File: src/rtl/regwrite_checker_pkg.sv
`default_nettype none
// ============================================================================
// regwrite_checker_pkg : shared state encoding and width helper
// Revision: 1.0
// ============================================================================
package regwrite_checker_pkg;

  typedef enum logic [1:0] {
    ST_IDLE = 2'd0,
    ST_RUN  = 2'd1,
    ST_DONE = 2'd2
  } state_e;

  function automatic int idx_width(input int depth);
    return (depth > 1) ? $clog2(depth) : 1;
  endfunction

endpackage
`default_nettype wire

File: src/rtl/regwrite_checker_check_table.sv
`default_nettype none
// ============================================================================
// check_table : expected {reg, data} table, synchronous write, async read
// Revision: 1.0
// ============================================================================
module check_table
  import regwrite_checker_pkg::*;
#(
  parameter int DATA_WIDTH     = 32,
  parameter int REG_ADDR_WIDTH = 5,
  parameter int DEPTH          = 16,
  localparam int IW            = idx_width(DEPTH)
) (
  input  logic                      clock,
  input  logic                      we,
  input  logic [IW-1:0]             waddr,
  input  logic [REG_ADDR_WIDTH-1:0] wreg,
  input  logic [DATA_WIDTH-1:0]     wdata,
  input  logic [IW-1:0]             raddr,
  output logic [REG_ADDR_WIDTH-1:0] rreg,
  output logic [DATA_WIDTH-1:0]     rdata
);

  logic [REG_ADDR_WIDTH-1:0] reg_q  [DEPTH];
  logic [DATA_WIDTH-1:0]     data_q [DEPTH];

  // Contents deliberately survive reset so a run can be repeated without reloading.
  always_ff @(posedge clock) begin
    if (we) begin
      reg_q[waddr]  <= wreg;
      data_q[waddr] <= wdata;
    end
  end

  assign rreg  = reg_q[raddr];
  assign rdata = data_q[raddr];

endmodule
`default_nettype wire

File: config.mk
export PLATFORM = sky130hd
export DESIGN_NAME = check_table
export DESIGN_NICKNAME = d
export VERILOG_FILES = /design/src/rtl/regwrite_checker_pkg.sv /design/src/rtl/regwrite_checker_check_table.sv
export SDC_FILE = /design/constraint.sdc
export NUM_CORES = 1
export LEC_CHECK = 0
export ABC_AREA = 1
export BUFFER_PORTS_ARGS = -buffer_cell sky130_fd_sc_hd__buf_2
export CORE_ASPECT_RATIO = 0.9
export CORE_UTILIZATION = 60
export CTS_CLUSTER_DIAMETER = 30
export DETAILED_ROUTE_END_ITERATION = 12
export PLACE_DENSITY = 0.77
export SYNTH_ARGS = -nofsm -noshare
export SYNTH_HDL_FRONTEND = slang
export SYNTH_SLANG_ARGS = --single-unit
File: constraint.sdc
create_clock -name clock -period 4.75 [get_ports clock]
set_input_delay 0.475 -clock clock [delete_from_list [all_inputs] [get_ports clock]]
set_output_delay 0.475 -clock clock [all_outputs]
set_load 0.01 [all_outputs]
* Word-level counts from Yosys, hierarchy flattened
Memories as Yosys holds them, arrays and structs flattened. Index checks and enable logic that the tools add are counted.
Storage, ports and cells: register bits 0, memory bits (writable) 592, logic and storage cells 4, memories 2
Memory list:
- data_q | depth 16, bits a word 32, rd ports 1, clocked after memory_dff 0, wr ports 1, line regwrite_checker_check_table.sv:25 | logic [DATA_WIDTH-1:0] data_q [DEPTH];
- reg_q | depth 16, bits a word 5, rd ports 1, clocked after memory_dff 0, wr ports 1, line regwrite_checker_check_table.sv:24 | logic [REG_ADDR_WIDTH-1:0] reg_q [DEPTH];
Operators by class: mux-type cells 2
Operators with widths (number):
- $mux W1 | 2

* Depth between registers and ports, before layout
depth in word-level cells 2, gate-level depth with buffers 10, depth with buffers taken out 7

* Least setup slack after synthesis
Ideal clock, no wire load.
path kind input to register, from input waddr[0], to memory data_q[13][0], enable pin, data arrival time 2242 ps, data required time 4319 ps, slack 2076 ps, cell stages on the path 4, path through inv_1 -> nor2_1 -> nand2_1 -> nor2_1
RTL lines:
- start, declared | line regwrite_checker_check_table.sv:16 | input logic [IW-1:0] waddr,
- end, declared | line regwrite_checker_check_table.sv:25
No word-level cell before the write port.

* Worst setup path after layout
from input raddr[0], to output rdata[12]
Between the ends: word-level cells in the longest chain between the ends 1
Ends and longest elaborated chain:
- start, declared | line regwrite_checker_check_table.sv:19 | input logic [IW-1:0] raddr,
- $mem_v2 Z16 W32
- end, declared | line regwrite_checker_check_table.sv:21 | output logic [DATA_WIDTH-1:0] rdata
Every way passes these cells.

==> run summary <==
The flow ran to the end, and the final reports show no timing, DRC or antenna violations. The met2 routed wirelength is 30,100 um. The compound-cell area share of the yosys netlist came out at 0%.

The initial utilization of the core area, before any placement, comes to 60.8%. The die outline area came out at between 40,000 and 50,000 sq um. The required time reported for the critical path endpoint came out at 4.28 ns. The clock sink count came out at 592. The post-route netlist has 12.1% of its cells at a drive strength greater than 1. In this run the deepest clock path goes through 3 buffers.

Walking the worst path, the cells encountered are buf_8 -> buf_4 -> nand2_1 -> nand3_1 -> nand3_1 -> nand3_1 -> nand2_1 -> buf_2. Summing the areas of all fa, ha and maj instances in the mapped netlist gives 0% of the synthesized area. The average footprint of a synthesized cell came out at 10.6 sq um. The count of buffering cells on the critical path with inverters included came out at 3. The reported net switching power is 3.17 mW.

The count of yosys warnings during synthesis is 0. The worst IR drop on VDD is approximately 0.00037 V. The net count of the mapped netlist is around 2,500. The number of endpoints failing setup at the final stage came out at 0. Dividing the final minimum period by the clock period gives 64.9%.

The vertical die dimension is 197 um. The routed length on met3 is 6510 um. Setup repair after global routing left no endpoint under its margin. For the pin with the worst max-slew slack, the measured transition is 1.21 ns. The number of violations reported at the end of detailed-routing iteration 0 came out at 2,138. The class of the worst hold path is in -> reg. The portion of total power attributed to the clock network came out at 54.9%. The clock tree synthesis step divided the H-tree into 3 levels.

After synthesis, the largest family of logic cells by area is simple AND/OR/NAND/NOR gates. The total congestion overflow came out at 0. The worst setup path is captured at an output port. The placer's final routability congestion estimate is 0.768. The final critical-path required period came out at 3.08 ns. Yosys attributes the largest share of cell area to sky130_fd_sc_hd__edfxtp_1 (70%), sky130_fd_sc_hd__nand2_1 (12%), sky130_fd_sc_hd__nand3_1 (8.8%).

The area share of the leading cell type in the synthesized netlist is 69.8%. The worst setup slack before clock tree synthesis came out at 1.72 ns. The cell family contributing the most delay on the critical path is buffers and inverters. The global-route wire length before repair is 94,800 um. The proportion of synthesized area in mux cells came out at 0%. The register bit total from synthesis is 592. The number of nets in the layout is 2,559. The uppermost signal routing layer after detailed routing is met5. The number of setup buffers added after CTS is 0.

The area growth from synthesis to layout is 18.2%. In the layout the commonest cells are sky130_fd_sc_hd__nand2_1 (783), sky130_fd_sc_hd__edfxtp_1 (592), sky130_fd_sc_hd__inv_1 (447). TritonCTS built the clock tree. After detailed routing, the average wire length per cell comes to 19.9 um.

The tool flagged a number of max-cap violations equal to 0. The cell with the largest stage delay on the worst path is sky130_fd_sc_hd__buf_4. The number of antenna-violating nets in the routed design came out at 0.

The cell sitting at the root of the clock tree is a sky130_fd_sc_hd__clkbuf_16. The number of pins exceeding their max-slew limit in the final report is 0. The clock-pin transition on the worst setup and hold timing paths is 0.05 ns.

Gates resized during post-CTS repair numbered 0. The analysis attributes to cell leakage a power of approximately 13 nW. The sequential power share came out at 40.2%. The number of antenna violations at the first check in global routing is 3. The met1 wire length is 23,900 um. Buffers inserted to repair hold after CTS numbered 0.

The post-detailed-route DRC marker count is 0. The synthesized instance count came out at roughly 2,400. Internal power comes to approximately 11 mW.

The path type of the worst setup path is in -> out. The count of cell types in the netlist came out at 12. In this run the worst path has a maximum fanout of between 90 and 100. The detailed placement HPWL came out at 29,300 um. The first-pass iteration count of the detailed router is 6. The accumulated negative setup slack is 0 ns. The die extent in x is around 220 um. The number of vias after detailed routing came out at ~18,000. The via density per instance came out at around 5.6. For this design the ratio of total power to cell area is 487 nW/um^2. The switching portion of total power is 21.6%. The post-synthesis share of cell area spent on and, or, nand and nor gates came out at 20.6%. Setup slack closes at about 1.7 ns.

The startpoint type of the worst setup path is an input pin. The sum of routed wire length over all layers is 62,700 um. The largest stage delay on the critical path came out at 0.85 ns. The netlist area before placement is 25,500 sq um. The commonest non-fill, non-tap cell in the layout is sky130_fd_sc_hd__nand2_1. The number of global-route vias before repair is 17,400.

Static timing analysis puts the maximum clock frequency at 324 MHz. The parity-gate share of the synthesized area counting xor and xnor cells came out at 0%. Among the stages of the critical path, the cell type that occurs most often is sky130_fd_sc_hd__nand3_1. The number of failing hold endpoints at the final stage was 0.

The area of the core is 41,800 sq um. After synthesis, flip-flops and latches occupy a little over two thirds of the total area. The total CTS buffers came out at between 100 and 150. The arrival time reported for the critical path endpoint is 2.61 ns. The synthesized design spends more area on one cell type than any other, namely sky130_fd_sc_hd__edfxtp_1.

The logic gate share of total power came out at 4.9%. The largest net degree at the start of global routing came out at 161. Headroom to the max-slew limit came out at 19.2%.

The cell row count is 71. The number of buffers inserted by port buffering is 83. The total track usage came out at 29.4%. The number of ports placed on the die boundary came out at 84.
[state kept, by name, indices dropped and copies added, names as in the netlist]
register	count
data_q	512
reg_q	80
[kinds of logic after synthesis]
family        Yosys count
buf+inv               572
simple gates         1247
flops                 592
[layer usage]
layer	GRT usage, %	vias up
met5	0	-
met4	13.9	2
met3	6.08	189
met2	47.6	1026
met1	38.4	8340
li1	-	8027
[cell usage after synthesis]
master	count
sky130_fd_sc_hd__clkbuf_1	13
sky130_fd_sc_hd__buf_4	9
sky130_fd_sc_hd__buf_6	24
sky130_fd_sc_hd__nand2_1	783
sky130_fd_sc_hd__inv_2	2
sky130_fd_sc_hd__buf_2	63
sky130_fd_sc_hd__nor2_1	18
sky130_fd_sc_hd__inv_4	1
sky130_fd_sc_hd__inv_1	448
sky130_fd_sc_hd__nand3_1	446
sky130_fd_sc_hd__edfxtp_1	592
sky130_fd_sc_hd__buf_1	12
[worst paths after layout]
| path | end | startpoint | slack (ns) | depth (start not counted) |
|---|---|---|---|---|
| setup / recovery | rdata[12] | raddr[0] | 1.67 | 8 |
| hold / removal | data_q[11][19]$_DFFE_PP_ | wdata[19] | 0.23 | 1 |
[power by group through the flow]
stage / Clock [mW] / Sequential (mW) / Combinational, mW
6_report: 8.04 / 5.90 / 0.717
2_1_floorplan: 0 / 5.99 / 0.439
5_1_grt: 8.31 / 5.90 / 0.781
4_1_cts: 8.07 / 5.90 / 0.709
3_5_place_dp: 0 / 5.99 / 0.693
3_3_place_gp: 0 / 5.99 / 0.675
[area by class of cell]
cell class | instances | area, sq um
repair buffers | 112 | 711
multi-input cells | 1247 | 5360
fillers | 2548 | 11700
clock inverters | 83 | 1080
diodes | 1 | 2.50
well taps | 547 | 684
inverters | 451 | 1700
clock buffers | 117 | 2780
flip-flops and latches | 592 | 17800
[stage by stage]
| stage | utilization (%) | instance area [sq um] | power (mW) | hold WS [ns] | cells |
|---|---|---|---|---|---|
| after global routing | 71.9 | 30100 | 15.0 | 0.220 | 3150 |
| after global placement | 62.7 | 26200 | 6.66 | 0.841 | 2949 |
| after floorplan | - | 25500 | 6.43 | 0.574 | 2411 |
| final | 71.9 | 30100 | 14.7 | 0.225 | 3150 |
| after detailed placement | 62.7 | 26200 | 6.68 | 0.858 | 2949 |
| after CTS | 71.9 | 30100 | 14.7 | 0.206 | 3149 |
Power figures use the tool's default switching activity.
